### src/rtl/lc3b_control.sv
// Multicycle control FSM for the LC-3b mp1 datapath (fetch / decode / execute).
// Optional instruction counter port enabled by defining LC3B_CTRL_ICOUNT_EN.

package lc3b_types;

  typedef enum logic [3:0] {
    op_br   = 4'b0000,
    op_add  = 4'b0001,
    op_ldb  = 4'b0010,
    op_stb  = 4'b0011,
    op_jsr  = 4'b0100,
    op_and  = 4'b0101,
    op_ldr  = 4'b0110,
    op_str  = 4'b0111,
    op_rti  = 4'b1000,
    op_not  = 4'b1001,
    op_ldi  = 4'b1010,
    op_sti  = 4'b1011,
    op_jmp  = 4'b1100,
    op_shf  = 4'b1101,
    op_lea  = 4'b1110,
    op_trap = 4'b1111
  } lc3b_opcode;

  typedef enum logic [3:0] {
    alu_add,
    alu_and,
    alu_not,
    alu_pass,
    alu_sll,
    alu_srl,
    alu_sra
  } lc3b_aluop;

endpackage

module lc3b_control
  import lc3b_types::*;
(
  input  logic        clk,
  input  logic        reset,
  input  lc3b_opcode  opcode,
  input  logic        imm5_enable,
  input  logic        branch_enable,
  input  logic        mem_resp,
  output logic        load_pc,
  output logic        load_ir,
  output logic        load_regfile,
  output logic        load_mar,
  output logic        load_mdr,
  output logic        load_cc,
  output logic        pcmux_sel,
  output logic        storemux_sel,
  output logic [1:0]  alumux_sel,
  output logic        regfilemux_sel,
  output logic        marmux_sel,
  output logic        mdrmux_sel,
  output lc3b_aluop   aluop,
  output logic        mem_read,
  output logic        mem_write,
  output logic [1:0]  mem_byte_enable
`ifdef LC3B_CTRL_ICOUNT_EN
  ,
  output logic [31:0] instr_count
`endif
);

  typedef enum logic [3:0] {
    FETCH1,
    FETCH2,
    FETCH3,
    DECODE,
    S_ADD,
    S_AND,
    S_NOT,
    S_BR,
    S_BR_TAKEN,
    S_CALC_ADDR,
    S_LDR1,
    S_LDR2,
    S_STR1,
    S_STR2
  } state_e;

  state_e state_q, state_d;

  // NOTE: sequential state uses non-blocking assignments so every register
  // samples the pre-edge values, independent of process ordering.
  always_ff @(posedge clk) begin
    if (reset) state_q <= FETCH1;
    else       state_q <= state_d;
  end

  assign mem_byte_enable = 2'b11;

  // NOTE: every signal driven here gets a default before the case, so no path
  // leaves one unassigned and no latch can be inferred.
  always_comb begin
    state_d        = state_q;
    load_pc        = 1'b0;
    load_ir        = 1'b0;
    load_regfile   = 1'b0;
    load_mar       = 1'b0;
    load_mdr       = 1'b0;
    load_cc        = 1'b0;
    pcmux_sel      = 1'b0;
    storemux_sel   = 1'b0;
    alumux_sel     = 2'd0;
    regfilemux_sel = 1'b0;
    marmux_sel     = 1'b0;
    mdrmux_sel     = 1'b0;
    aluop          = alu_add;
    mem_read       = 1'b0;
    mem_write      = 1'b0;

    // While reset is held all strobes stay idle; the register forces FETCH1.
    if (!reset) begin
      unique case (state_q)
        FETCH1: begin
          marmux_sel = 1'b1;
          load_mar   = 1'b1;
          load_pc    = 1'b1;
          state_d    = FETCH2;
        end
        FETCH2: begin
          mem_read   = 1'b1;
          mdrmux_sel = 1'b1;
          load_mdr   = 1'b1;
          if (mem_resp) state_d = FETCH3;
        end
        FETCH3: begin
          load_ir = 1'b1;
          state_d = DECODE;
        end
        DECODE: begin
          case (opcode)
            op_add:         state_d = S_ADD;
            op_and:         state_d = S_AND;
            op_not:         state_d = S_NOT;
            op_br:          state_d = S_BR;
            op_ldr, op_str: state_d = S_CALC_ADDR;
            default:        state_d = FETCH1;
          endcase
        end
        S_ADD, S_AND: begin
          aluop        = (state_q == S_AND) ? alu_and : alu_add;
          alumux_sel   = imm5_enable ? 2'd1 : 2'd0;
          load_regfile = 1'b1;
          load_cc      = 1'b1;
          state_d      = FETCH1;
        end
        S_NOT: begin
          aluop        = alu_not;
          load_regfile = 1'b1;
          load_cc      = 1'b1;
          state_d      = FETCH1;
        end
        S_BR: begin
          state_d = branch_enable ? S_BR_TAKEN : FETCH1;
        end
        S_BR_TAKEN: begin
          pcmux_sel = 1'b1;
          load_pc   = 1'b1;
          state_d   = FETCH1;
        end
        S_CALC_ADDR: begin
          alumux_sel = 2'd2;
          load_mar   = 1'b1;
          state_d    = (opcode == op_ldr) ? S_LDR1 : S_STR1;
        end
        S_LDR1: begin
          mem_read   = 1'b1;
          mdrmux_sel = 1'b1;
          load_mdr   = 1'b1;
          if (mem_resp) state_d = S_LDR2;
        end
        S_LDR2: begin
          regfilemux_sel = 1'b1;
          load_regfile   = 1'b1;
          load_cc        = 1'b1;
          state_d        = FETCH1;
        end
        S_STR1: begin
          storemux_sel = 1'b1;
          aluop        = alu_pass;
          load_mdr     = 1'b1;
          state_d      = S_STR2;
        end
        S_STR2: begin
          mem_write = 1'b1;
          if (mem_resp) state_d = FETCH1;
        end
        default: state_d = FETCH1;
      endcase
    end
  end

`ifdef LC3B_CTRL_ICOUNT_EN
  logic [31:0] count_q;

  // One increment per pass through DECODE, so NOPs are counted too.
  always_ff @(posedge clk) begin
    if (reset)                 count_q <= 32'd0;
    else if (state_q == DECODE) count_q <= count_q + 32'd1;
  end

  assign instr_count = count_q;
`endif

endmodule

### config.mk
export PLATFORM = sky130hd
export DESIGN_NAME = lc3b_control
export DESIGN_NICKNAME = d
export VERILOG_FILES = /design/src/rtl/lc3b_control.sv
export SDC_FILE = /design/constraint.sdc
export NUM_CORES = 1
export LEC_CHECK = 0
export ABC_AREA = 1
export CORE_MARGIN = 4
export CORE_UTILIZATION = 40
export DETAILED_ROUTE_END_ITERATION = 16
export PLACE_DENSITY = 0.83
export SYNTH_ARGS = -nofsm -noshare
export SYNTH_HDL_FRONTEND = slang
export SYNTH_SLANG_ARGS = --single-unit
### constraint.sdc
create_clock -name clk -period 2.21 [get_ports clk]
set_input_delay 0.221 -clock clk [delete_from_list [all_inputs] [get_ports clk]]
set_output_delay 0.221 -clock clk [all_outputs]
set_load 0.05 [all_outputs]
==> qor.txt, run 1 <==
clk_skew - 0.000103 ns
CP top delay family - flip-flops
Top Ports - 30
die area - 0.00201 mm^2
std cell rows - 13
routed via count - 705
worst setup path end - load_regfile
critical path startpoint category - flip-flop
crit-path max FO - 5
GRT overflow - 0
drt first pass iters - 4
Sink Count - 4
CP Depth - 5
Power Density - 430 mW/mm^2
#FFs+latches synth - 4
Fin. Hold Viols - 0
CTS resizes - 0
reg2reg path depth - 7
Hold Crit Class - flip-flop to flip-flop
HPWL after DPL - 1330 um
largest registers - state_q: 4 flops
final worst setup slack - 0.415 ns
most frequent cells in the layout - nand2_1 (28), nor2_1 (23), inv_1 (11), buf_12 (11), nand3_1 (9)
number of global-route vias before repair - 640
Period Utilization, post-route - 81.2%
htree depth - 1
buffers added on ports - 25
synth unique cells - 18
Max Fclk - 557 MHz
static leakage - 0.440 nW
final-report max-slew violation count - 0
R2R Path End - state_q[3]
min Tclk post-route - 1.80 ns
die height - 44.9 um
status - complete, no violations
commonest non-fill, non-tap cell in the layout - nand2_1
TritonCTS buffer count - 3
Setup crit start - state_q[2]
flop2flop setup slack - 0.98 ns
Peak VDD IR - 0.341 mV
max cap viols - 0
Filler Cells Inserted - 114
Post-Syn Area - 544 um^2
final WL - 1530 um
Critical Path End Type - output port
Routability Congestion - 0.872
worst-path cell chain - inv_1 > nor2_1 > nand2_1 > o22ai_1 > buf_12
nets - 141
Final ANT Viol Nets - 0
routed len/inst - 10.5 um
DRC violations left - 0
largest net degree at the start of global routing - 12
initial antenna violation count - 0
Setup Fix Bufs, Post-CTS - 0
Buffers & Inverters on Critical Path - 2
CTS tree - done
Top reg by flops - state_q
yosys warns - 0
CP max stage cell - dfxtp_1
Crit path largest cell delay - 0.40 ns
Seq/Total Area, Yosys - 14.7%
Initial Utilization - 42.4%
kind of critical path - flip-flop to output port
Largest register FFs - 4
CORE AREA - 0.00128 mm^2
syn_area_per_cell - 5.13 um^2
crit path DAT - 1.57 ns
clk slew on worst S/H paths - 0.03 ns
DP Worst Slack - 0.468 ns
Fin Setup TNS - 0 ns
RSZ-0062 raised after global routing - false
Setup Viol. Count Final - 0
Area Growth Syn to Fin - 64.8%
diode count - 0
root buf cell - clkbuf_4
worst r2r src - state_q[3]
fraction of layout cells with a size suffix above 1 - 22.3%
Synth Instances - 106
die width - 44.9 um
clock latency on the worst-skew pair - 0.23 ns
drt initial violations - 19
Critical Path RT - 1.99 ns
Hold-fix buffers, CTS - 0
gr usage total - 15.7%
first-pass GRT wire length - 2400 um
Longest Clk Path Bufs - 2
Vias/cell - 4.86
layer usage:
layer  GRT usage, %  wire length [um]  vias to the layer above
met3           2.39               113                        0
met1           17.9               672                      302
met5              0                 0                        -
met2           28.4               739                       28
met4           7.02                 0                        0
li1               -                 -                      375
worst min-delay path by stage:
stage	start	to	slack [ns]	cells past startpoint
global placement	state_q[3]	state_q[3]	0.54	2
floorplan	reset	state_q[2]	0.39	3
detailed placement	state_q[0]	state_q[0]	0.54	2
global route	state_q[0]	state_q[0]	0.58	2
CTS	state_q[0]	state_q[0]	0.55	2
finish	state_q[0]	state_q[0]	0.54	2
worst register-to-register path, stage by stage, from the launching register on:
cell     delay, ns
dfxtp_1       0.41
nand2_1       0.20
inv_1         0.12
nand2_1       0.10
nand2_4       0.09
nand2_1       0.07
nand2_1       0.08
a21oi_1       0.05
cells by family (layout without fill, tap and decap cells):
family / Yosys count / after routing / share of synthesized area (%)
buffers and inverters: 21 / 43 / 18.6
AND/OR/NAND/NOR: 68 / 68 / 54.0
AO/OA/AOI/OAI: 11 / 11 / 11.3
other: 2 / 4 / 1.38
flip-flops: 4 / 4 / 14.7
final cells by class:
cell class | instances | area, um^2 | share of cell area (%)
Tap cell | 15 | 18.8 | 2.09
Multi-Input combinational cell | 83 | 370 | 41.3
Inverter | 14 | 52.6 | 5.86
Clock buffer | 3 | 22.5 | 2.51
Sequential cell | 4 | 80.1 | 8.93
Timing Repair Buffer | 26 | 353 | 39.3
report_power, final:
part | total, W | switching [W] | internal [W] | leakage [nW]
clock network | 0.0000863 | 0.0000258 | 0.0000605 | 0.0138
registers | 0.0000861 | 0.00000810 | 0.0000780 | 0.0327
logic | 0.000213 | 0.000134 | 0.0000792 | 0.394
total | 0.000386 | 0.000168 | 0.000218 | 0.440
per-stage QoR:
step / cell area [um^2] / hold slack, ns / power [W] / util, % / instances
6_report: 897 / 0.543 / 0.000386 / 69.8 / 145
5_1_grt: 897 / 0.576 / 0.000408 / 69.8 / 145
4_1_cts: 897 / 0.546 / 0.000391 / 69.8 / 145
3_5_place_dp: 875 / 0.541 / 0.000300 / 68.1 / 142
3_3_place_gp: 875 / 0.537 / 0.000297 / 68.1 / 142
2_1_floorplan: 552 / 0.386 / 0.000227 / - / 108
cell usage after synthesis:
master    instances  area share (%)
a21oi_1           4             3.7
buf_4             6             8.3
clkbuf_1          1            0.69
conb_1            2             1.4
dfxtp_1           4              15
inv_1            11             7.6
inv_2             3             2.1
nand2_1          28              19
nand2_2           1             1.2
nand2_4           1             2.1
nand3_1           9             8.3
nand4_1           1             1.2
nor2_1           23              16
nor2_2            2             2.3
nor2_4            1             2.1
nor3_1            2             1.8
o21ai_0           2             1.8
o22ai_1           5             5.7
(Power assumes the default switching activity.)
==> inputs of run 2 (changes only) <==
--- a/config.mk
+++ b/config.mk
@@ -7,9 +7,9 @@
 export LEC_CHECK = 0
 export ABC_AREA = 1
 export CORE_MARGIN = 4
-export CORE_UTILIZATION = 40
+export CORE_UTILIZATION = 37
 export DETAILED_ROUTE_END_ITERATION = 16
-export PLACE_DENSITY = 0.83
+export PLACE_DENSITY = 0.77
 export SYNTH_ARGS = -nofsm -noshare
 export SYNTH_HDL_FRONTEND = slang
 export SYNTH_SLANG_ARGS = --single-unit
==> constraint.sdc (replaced) <==
create_clock -name clk -period 1.8 [get_ports clk]
set_input_delay 0.18 -clock clk [delete_from_list [all_inputs] [get_ports clk]]
set_output_delay 0.18 -clock clk [all_outputs]
set_load 0.05 [all_outputs]
==> run 2 against run 1 <==
Effect of this change: via count grew 5.7%; clock power grew 25%; global-route usage rose by 1.7 points; largest cell class is now buffers; highest routed layer is now met4; critical endpoint is now load_cc; critical path type unchanged; first-iteration DRC count rose to 2.7 times the previous value; routed wire length rose by 6.4%; non-clock buffer count did not move; cell count unchanged; power increased by 29%; sequential power rose by 23%; design area grew 9.9%.
==> qor.txt, run 2 (synthesis gave the netlist of run 1 again) <==
Top Ports - 30
Hold-fix buffers, CTS - 0
RSZ-0062 raised after global routing - false
clk_skew - 0.00249 ns
HPWL after DPL - 1410 um
Max Fclk - 598 MHz
min Tclk post-route - 1.67 ns
die area - 0.00215 mm^2
buffers added on ports - 25
Critical Path End Type - output port
drt first pass iters - 7
Fin Setup TNS - 0 ns
worst setup path end - load_cc
drt initial violations - 51
nets - 141
die width - 46.4 um
Fin. Hold Viols - 0
max cap viols - 0
Final ANT Viol Nets - 0
Filler Cells Inserted - 101
CORE AREA - 0.00135 mm^2
clock latency on the worst-skew pair - 0.23 ns
first-pass GRT wire length - 2700 um
Setup Fix Bufs, Post-CTS - 0
reg2reg path depth - 7
Longest Clk Path Bufs - 2
initial antenna violation count - 0
Vias/cell - 5.14
flop2flop setup slack - 0.51 ns
TritonCTS buffer count - 3
Setup crit start - state_q[1]
largest registers - state_q: 4 flops
Peak VDD IR - 0.326 mV
static leakage - 0.460 nW
Multi-input gate area - 384 um^2
fraction of layout cells with a size suffix above 1 - 24.6%
final core occ - 73.0%
htree depth - 1
Initial Utilization - 40.3%
Largest register FFs - 4
worst r2r src - state_q[0]
critical path startpoint category - flip-flop
Critical Path RT - 1.62 ns
R2R Path End - state_q[3]
Hold Crit Class - flip-flop to flip-flop
status - complete, no violations
routed via count - 745
Storage cell area - 80.1 um^2
crit-path max FO - 4
largest net degree at the start of global routing - 12
Power Density - 503 mW/mm^2
root buf cell - clkbuf_4
CTS resizes - 0
DP Worst Slack - 0.171 ns
Setup Viol. Count Final - 0
crit path DAT - 1.49 ns
gr usage total - 17.4%
Area Growth Syn to Fin - 81.1%
Top reg by flops - state_q
DRC violations left - 0
number of global-route vias before repair - 672
GRT overflow - 0
Period Utilization, post-route - 93.0%
commonest non-fill, non-tap cell in the layout - nand2_1
Sink Count - 4
clk slew on worst S/H paths - 0.04 ns
CTS tree - done
diode count - 0
Routability Congestion - 0.849
final-report max-slew violation count - 0
std cell rows - 13
final WL - 1620 um
final worst setup slack - 0.127 ns
routed len/inst - 11.2 um
most frequent cells in the layout - nand2_1 (28), nor2_1 (22), buf_12 (17), inv_1 (11), nand3_1 (9)
kind of critical path - flip-flop to output port
die height - 46.4 um
==> run 2: cell counts in the layout (fill, tap and decap cells not counted) <==
Identical to the previous run, type by type.
==> run 2: worst min-delay path by stage <==
stage,start,end,slack (ns),cells past startpoint
5_1_grt,state_q[0],state_q[0],0.60,2
4_1_cts,state_q[0],state_q[0],0.56,2
3_5_place_dp,state_q[3],state_q[3],0.56,2
2_1_floorplan,reset,state_q[2],0.35,3
3_3_place_gp,state_q[0],state_q[0],0.54,2
6_report,state_q[0],state_q[0],0.57,2
==> run 2: worst max-delay path: stages (launching register included) <==
cell and delay (ns):
dfxtp_1 0.42, nand2_1 0.12, inv_1 0.12, nand2_1 0.11, o22ai_2 0.29, buf_12 0.18
==> run 2: final cells by class <==
type                    instances  area share (%)
clock buffers                   3            2.28
inverters                      14            5.33
multi-input cells              83            39.0
flip-flops and latches          4            8.12
well taps                      15            1.90
repair buffers                 26            43.4
==> run 2: where the power goes <==
group          internal [W]  total (W)  switching (W)
clock             0.0000743   0.000108      0.0000335
combinational      0.000111   0.000282       0.000171
sequential        0.0000958   0.000106      0.0000104
total              0.000281   0.000496       0.000215
==> run 2: stage by stage <==
step / power (W) / instance area, um^2 / instances / hold slack (ns)
5_1_grt: 0.000530 / 986 / 145 / 0.605
3_5_place_dp: 0.000389 / 963 / 142 / 0.563
6_report: 0.000496 / 986 / 145 / 0.566
2_1_floorplan: 0.000281 / 566 / 108 / 0.345
3_3_place_gp: 0.000384 / 963 / 142 / 0.541
4_1_cts: 0.000501 / 986 / 145 / 0.562
==> run 2: routing by layer <==
metal | global-route usage, % | wire length, um
met1 | 20.6 | 629
met2 | 28.8 | 790
met3 | 2.73 | 172
met4 | 10.2 | 31
met5 | 0 | 0
